===== src/rtl/freq_synth_dds.sv =====
// Programmable square-wave generator: Hz request -> restoring divider -> phase-accumulator tuning word.
// Optional FREQ_SYNTH_EDGE_COUNT_EN adds a 1-gate self-measurement of out_clk rising edges.
module freq_synth_dds #(
    parameter int unsigned CLK_HZ = 50000000,
    parameter int unsigned ACC_W  = 32,
    parameter int unsigned FREQ_W = 27
) (
    input  logic              clk,
    input  logic              rst,
    input  logic [FREQ_W-1:0] freq_hz,
    input  logic              freq_valid,
    output logic              freq_ready,
    input  logic              enable,
    output logic              out_clk,
    output logic              busy,
    output logic [ACC_W-1:0]  tuning_word,
    output logic [FREQ_W-1:0] active_freq
`ifdef FREQ_SYNTH_EDGE_COUNT_EN
    ,
    output logic [FREQ_W-1:0] edge_count,
    output logic              edge_count_valid
`endif
);

    localparam int unsigned REM_W = $clog2(CLK_HZ) + 1;
    localparam int unsigned CNT_W = (ACC_W > 1) ? $clog2(ACC_W) : 1;
    localparam logic [REM_W:0]    CLK_X  = (REM_W + 1)'(CLK_HZ);
    localparam logic [FREQ_W-1:0] HALF_F = FREQ_W'(CLK_HZ / 2);

    typedef enum logic [1:0] {
        S_IDLE,
        S_DIV,
        S_LOAD
    } state_t;

    state_t              r_state;
    state_t              w_state_next;
    logic                w_accept;
    logic                w_ready;

    logic [REM_W-1:0]    r_rem;
    logic [ACC_W-1:0]    r_quo;
    logic [CNT_W-1:0]    r_cnt;
    logic [FREQ_W-1:0]   r_f;
    logic [ACC_W-1:0]    r_tw;
    logic [FREQ_W-1:0]   r_af;
    logic [ACC_W-1:0]    r_phase;
    logic                r_out_clk;

    logic                w_over;
    logic [FREQ_W-1:0]   w_f_clamped;
    logic [REM_W:0]      w_rem2;
    logic                w_ge;
    logic                w_out_next;

    // Requests above Nyquist are pinned to CLK_HZ/2 so the quotient always fits ACC_W bits.
    assign w_over      = (64'(freq_hz) > 64'(CLK_HZ / 2));
    assign w_f_clamped = w_over ? HALF_F : freq_hz;

    assign w_rem2 = {r_rem, 1'b0};
    assign w_ge   = (w_rem2 >= CLK_X);

    // NOTE: sequential state uses non-blocking assignments so every register samples pre-edge values.
    always_ff @(posedge clk) begin
        if (rst) begin
            r_state <= S_IDLE;
        end else begin
            r_state <= w_state_next;
        end
    end

    // NOTE: every signal driven here gets a default first, so no path can infer a latch.
    always_comb begin
        w_state_next = r_state;
        w_accept     = 1'b0;
        w_ready      = 1'b0;
        case (r_state)
            S_IDLE: begin
                w_ready = 1'b1;
                if (freq_valid) begin
                    w_accept     = 1'b1;
                    w_state_next = S_DIV;
                end
            end
            S_DIV: begin
                if (r_cnt == '0) begin
                    w_state_next = S_LOAD;
                end
            end
            S_LOAD:  w_state_next = S_IDLE;
            default: w_state_next = S_IDLE;
        endcase
    end

    always_ff @(posedge clk) begin
        if (rst) begin
            r_rem <= '0;
            r_quo <= '0;
            r_cnt <= '0;
            r_f   <= '0;
            r_tw  <= '0;
            r_af  <= '0;
        end else if (w_accept) begin
            r_f   <= w_f_clamped;
            r_rem <= REM_W'(w_f_clamped);
            r_quo <= '0;
            r_cnt <= CNT_W'(ACC_W - 1);
        end else if (r_state == S_DIV) begin
            r_rem <= w_ge ? REM_W'(w_rem2 - CLK_X) : REM_W'(w_rem2);
            r_quo <= {r_quo[ACC_W-2:0], w_ge};
            r_cnt <= r_cnt - CNT_W'(1);
        end else if (r_state == S_LOAD) begin
            r_tw <= r_quo;
            r_af <= r_f;
        end
    end

    // Phase keeps running across tuning-word changes; only reset or enable-low clears it.
    assign w_out_next = enable & r_phase[ACC_W-1];

    always_ff @(posedge clk) begin
        if (rst || !enable) begin
            r_phase   <= '0;
            r_out_clk <= 1'b0;
        end else begin
            r_phase   <= r_phase + r_tw;
            r_out_clk <= w_out_next;
        end
    end

    assign freq_ready  = w_ready;
    assign busy        = ~w_ready;
    assign out_clk     = r_out_clk;
    assign tuning_word = r_tw;
    assign active_freq = r_af;

`ifdef FREQ_SYNTH_EDGE_COUNT_EN
    localparam int unsigned GATE_W = (CLK_HZ > 1) ? $clog2(CLK_HZ) : 1;

    logic [GATE_W-1:0] r_gate;
    logic [FREQ_W-1:0] r_edges;
    logic [FREQ_W-1:0] r_ec;
    logic              r_ecv;
    logic              w_rise;
    logic              w_gate_end;

    assign w_rise     = w_out_next & ~r_out_clk;
    assign w_gate_end = (r_gate == GATE_W'(CLK_HZ - 1));

    // A rise on the gate-end cycle opens the next window rather than closing this one.
    always_ff @(posedge clk) begin
        if (rst) begin
            r_gate  <= '0;
            r_edges <= '0;
            r_ec    <= '0;
            r_ecv   <= 1'b0;
        end else begin
            r_ecv <= w_gate_end;
            if (w_gate_end) begin
                r_gate  <= '0;
                r_ec    <= r_edges;
                r_edges <= FREQ_W'(w_rise);
            end else begin
                r_gate  <= r_gate + GATE_W'(1);
                r_edges <= r_edges + FREQ_W'(w_rise);
            end
        end
    end

    assign edge_count       = r_ec;
    assign edge_count_valid = r_ecv;
`endif

endmodule


===== config.mk =====
export PLATFORM = sky130hd
export DESIGN_NAME = freq_synth_dds
export DESIGN_NICKNAME = d
export VERILOG_FILES = /design/src/rtl/freq_synth_dds.sv
export SDC_FILE = /design/constraint.sdc
export NUM_CORES = 1
export LEC_CHECK = 0
export CELL_PAD_IN_SITES_DETAIL_PLACEMENT = 0
export CELL_PAD_IN_SITES_GLOBAL_PLACEMENT = 1
export CORE_ASPECT_RATIO = 1.1
export CORE_MARGIN = 5
export CORE_UTILIZATION = 46
export DETAILED_ROUTE_END_ITERATION = 12
export PLACE_DENSITY = 0.89
export SYNTH_ARGS = -nofsm -noshare
export SYNTH_HDL_FRONTEND = slang
export SYNTH_SLANG_ARGS = --single-unit

===== constraint.sdc =====
create_clock -name clk -period 6.52 [get_ports clk]
set_input_delay 1.304 -clock clk [delete_from_list [all_inputs] [get_ports clk]]
set_output_delay 1.304 -clock clk [all_outputs]
set_load 0.02 [all_outputs]

==> flow_summary_export.csv <==
group,metric,value,unit
clock_network,max-clock-path-buffers,2,
timing,fmaxAchievable,285.0,MHz
placed_design,dpl.hpwl,15300,µm
grt,first_global_vias,7363,
timing,finalWorstPathRequiredPeriod,3.508,ns
grt,grt_start_max_net_pins,45,
routing,routed_via_density,5.531,
clock_network,ctsRootBufferMaster,"clkbuf_16",
worst_hold_path,min_delay_worst_endpoint,"active_freq[24]$_SDFFE_PP0P_",
routing,drc,0,
critical_path,cpLargestDelayFamily,"simple AND/OR/NAND/NOR gates",
logic_synthesis,synth_cells,1072,
floorplan,floorplan.die_area,21940,µm²
pwr,power.density_cell_area,242.3,nW/µm²
clock_network,cts-resized-gates,0,
critical_path,worst_setup_path_start_kind,"primary input",
clock_network,cts_htree_levels,4,
timing,fin_setup_tns,0,ns
timing,fin_clk_skew,0.008649,ns
critical_path,cp-end-kind,"flip-flop",
placed_design,dpl.cell_count,1353,
logic_synthesis,yosysSeqAreaShare,0.4221,
critical_path,crit_path_cell_trace,"clkdlybuf4s50_1 -> or4b_1 -> nor4_1 -> and4_1 -> nor2_1 -> nor2_2 -> nand2_1 -> a311oi_1",
critical_path,timing.critical_path.required,6.85,ns
final_layout,final_cell_area,10370,µm²
floorplan,pin_count,93,
logic_synthesis,mappedNetlistNets,1139,
critical_path,cp.arrival,3.84,ns
timing,final-max-slew-violation-count,0,
final_layout,insertedDiodeCount,0,
floorplan,core_area,18970,µm²
worst_hold_path,min-delay-path-class,"reg2reg",
clock_network,tritoncts,"done",
critical_path,ff2ff_setup_slack,3.79,ns
critical_path,critical-path-slowest-cell,"nor2_2",
timing,timing.max_slew.rel_slack,0.4095,
grt,globalRouteTotalUtil,0.1992,
timing,worst_pin_slew,0.8776,ns
clock_network,postCtsHoldBufs,0,
timing,fin_crit_sh,0.5381,
critical_path,worstReg2RegEnd,"r_phase[24]$_SDFF_PP0_",
routing,detailedRoute.firstPassIterationCount,7,
clock_network,insertion_delay,0.43,ns
logic_synthesis,synth_async_sr_flop_share,0,
timing,grt_setup_unrepaired,"no",
final_layout,proportion_of_layout_cells_with_a_drive_suffix_above_1,0.06678,
routing,detail_route.wirelength,21740,µm
clock_network,cts.reportedPaths.clkPinSlew,0.07,ns
critical_path,worst-r2r-cell-count,9,
floorplan,initial_utilization,0.4626,
status,outcome,"finished clean",
logic_synthesis,synth_edf_count,0,
grt,global_route.overflow_total,0,
grt,first_pass_grt_wire_length,36000,µm
logic_synthesis,mean_cell_area_of_the_mapped_netlist,8.184,µm²
final_layout,layout.filler_cells,1846,
floorplan,number_of_placement_rows,53,
placed_design,dp_area,9782,µm²
critical_path,timing_worst_setup_path_type,"in2reg",
placed_design,gpl.final_weighted_congestion,0.8880,
routing,route.detailed.wl_per_inst,15.69,µm
timing,finalSetupViolCount,0,
floorplan,die_h,154.8,µm
logic_synthesis,synth-seq-cells,185,
routing,vias,7661,
logic_synthesis,synthDistinctLibCells,75,
clock_network,post-cts-setup-buffer-count,0,
critical_path,critical_path_buf_inv_count,1,
critical_path,delay_of_the_slowest_critical_path_stage,0.52,ns
clock_network,number_of_clock_buffers_inserted_by_tritoncts,17,
logic_synthesis,mappedNetlistArea,8773,µm²
worst_hold_path,depth_of_the_worst_hold_timing_path,2,
logic_synthesis,synth_ff_type,"dfxtp_1",
grt,number_of_antenna_violations_at_the_first_check_in_global_routing,0,
routing,drt_iter0_markers,527,
final_layout,nNetsFinal,1192,
pwr,leakage,3.771,nW
placed_design,port_buffers,92,
logic_synthesis,yosysWarningCount,0,
final_layout,layoutNonFillerInstCount,1385,
clock_network,cts_num_sinks,185,
timing,final_hold_vios,0,
critical_path,critical_path.reg2reg.startpoint,"tuning_word[0]$_SDFFE_PP0P_",
final_layout,areaGrowthSynthToFinish,18.23,%
pwr,vdd_ir_max,0.0002000,V
worst_hold_path,holdCritStartpoint,"r_f[24]$_SDFFE_PP0P_",
run,drv_cap,0,
critical_path,worst-path-max-fanout,16,
floorplan,die-width,141.7,µm
routing,drtAntennaViolNets,0,
-- cell usage after synthesis, drive strengths merged, types with 7 or more instances --
master     n  area (µm²)
ha        35       437.9
o21bai     9       67.56
clkbuf    51       192.7
xnor2     23       201.4
inv       11       41.29
nand2b     8       50.05
a21o      19       143.9
dfxtp    185        3704
o21a      11       82.58
xor2      14       122.6
o21ai     33       187.7
buf       16       110.1
a21oi    154       782.0
nor2      88       340.3
nand2    223       844.6
and4       7       63.81
nand3     19       95.09
a2111oi   12       156.4
and2      17       111.4
a211oi    12       102.6
nor3      27       135.1
and3       7       43.79
nor4       7       43.79
-- worst register-to-register path, cell delays in order, from the launching register on --
cell	delay, ns
dfxtp_1	0.33
ha_1	0.22
fa_1	0.44
a211oi_1	0.31
o21ai_1	0.18
a31oi_1	0.37
or3_1	0.25
a21oi_1	0.11
or3_1	0.31
a21oi_1	0.14
-- sequential cells by signal, summed over array words and instances, names as in the netlist --
name and cells:
r_state 2, r_phase 32, out_clk 1, r_f 27, r_rem 27, r_cnt 5
r_quo 32, tuning_word 32, active_freq 27
-- kinds of logic (layout without fill, tap and decap cells) --
| group | Yosys count | in the layout | synth area share |
|---|---|---|---|
| AOI/OAI and AO/OA | 299 | 299 | 0.2208 |
| xor gates and xnor gates | 37 | 37 | 0.03694 |
| adders and majority gates | 36 | 36 | 0.05220 |
| buffers and inverters | 79 | 145 | 0.04022 |
| DFF | 185 | 185 | 0.4221 |
| muxes | 6 | 6 | 0.007416 |
| and+or+nand+nor | 430 | 430 | 0.2203 |
-- worst max path at each step --
stage / slack (ns) / depth (start not counted) / end / startpoint
2_1_floorplan: 3.60 / 8 / r_rem[0]$_SDFFE_PP0P_ / freq_hz[0]
3_3_place_gp: 2.55 / 8 / r_rem[15]$_SDFFE_PP0P_ / freq_hz[1]
3_5_place_dp: 2.53 / 8 / r_rem[15]$_SDFFE_PP0P_ / freq_hz[1]
4_1_cts: 2.97 / 8 / r_rem[15]$_SDFFE_PP0P_ / freq_hz[1]
5_1_grt: 2.72 / 8 / r_rem[11]$_SDFFE_PP0P_ / freq_hz[23]
6_report: 3.01 / 8 / r_rem[15]$_SDFFE_PP0P_ / freq_hz[1]
-- placed cells by master (no fill, tap or decap), types with 13 or more instances in the layout --
cell type / count
nand2_1: 222
dfxtp_1: 185
a21oi_1: 151
clkdlybuf4s50_1: 91
nor2_1: 86
ha_1: 35
o21ai_0: 28
nor3_1: 27
xnor2_1: 23
nand3_1: 19
a21o_1: 18
clkbuf_16: 17
xor2_1: 14
and2_1: 13
-- per-stage QoR --
stage | total power [mW] | hold WS [ns] | setup slack [ns] | util
2_1_floorplan | 1.414 | 0.4273 | 3.603 | -
3_3_place_gp | 1.493 | 0.4418 | 2.554 | 0.5158
3_5_place_dp | 1.494 | 0.4485 | 2.527 | 0.5158
4_1_cts | 2.530 | 0.4554 | 2.973 | 0.5469
5_1_grt | 2.617 | 0.4727 | 2.724 | 0.5469
6_report | 2.513 | 0.4501 | 3.012 | 0.5469
-- layout make-up --
type / instances / area [µm²] / share of cell area
Clock buffer: 23 / 478.0 / 0.04608
Inverter: 11 / 41.29 / 0.003981
Clock inverter: 9 / 112.6 / 0.01086
Multi-Input combinational cell: 808 / 4735 / 0.4565
Timing Repair Buffer: 102 / 993.5 / 0.09578
Sequential cell: 185 / 3704 / 0.3571
Tap cell: 247 / 309.0 / 0.02980
-- report_power, final --
| group | switching [mW] | internal (mW) | total (mW) |
|---|---|---|---|
| clock network | 0.444 | 0.599 | 1.04 |
| registers | 0.0393 | 1.17 | 1.20 |
| logic | 0.164 | 0.102 | 0.266 |
-- per-layer routing --
| layer | routed length (µm) | up-vias | track usage | part of all wire |
|---|---|---|---|---|
| met4 | 471 | 0 | 0.06764 | 0.022 |
| li1 | - | 3864 | - | - |
| met1 | 10190 | 3566 | 0.2639 | 0.47 |
| met5 | 0 | - | 0 | 0 |
| met2 | 10060 | 195 | 0.3249 | 0.46 |
| met3 | 1013 | 36 | 0.03927 | 0.047 |
No activity file was read; power rests on OpenSTA's default activity.
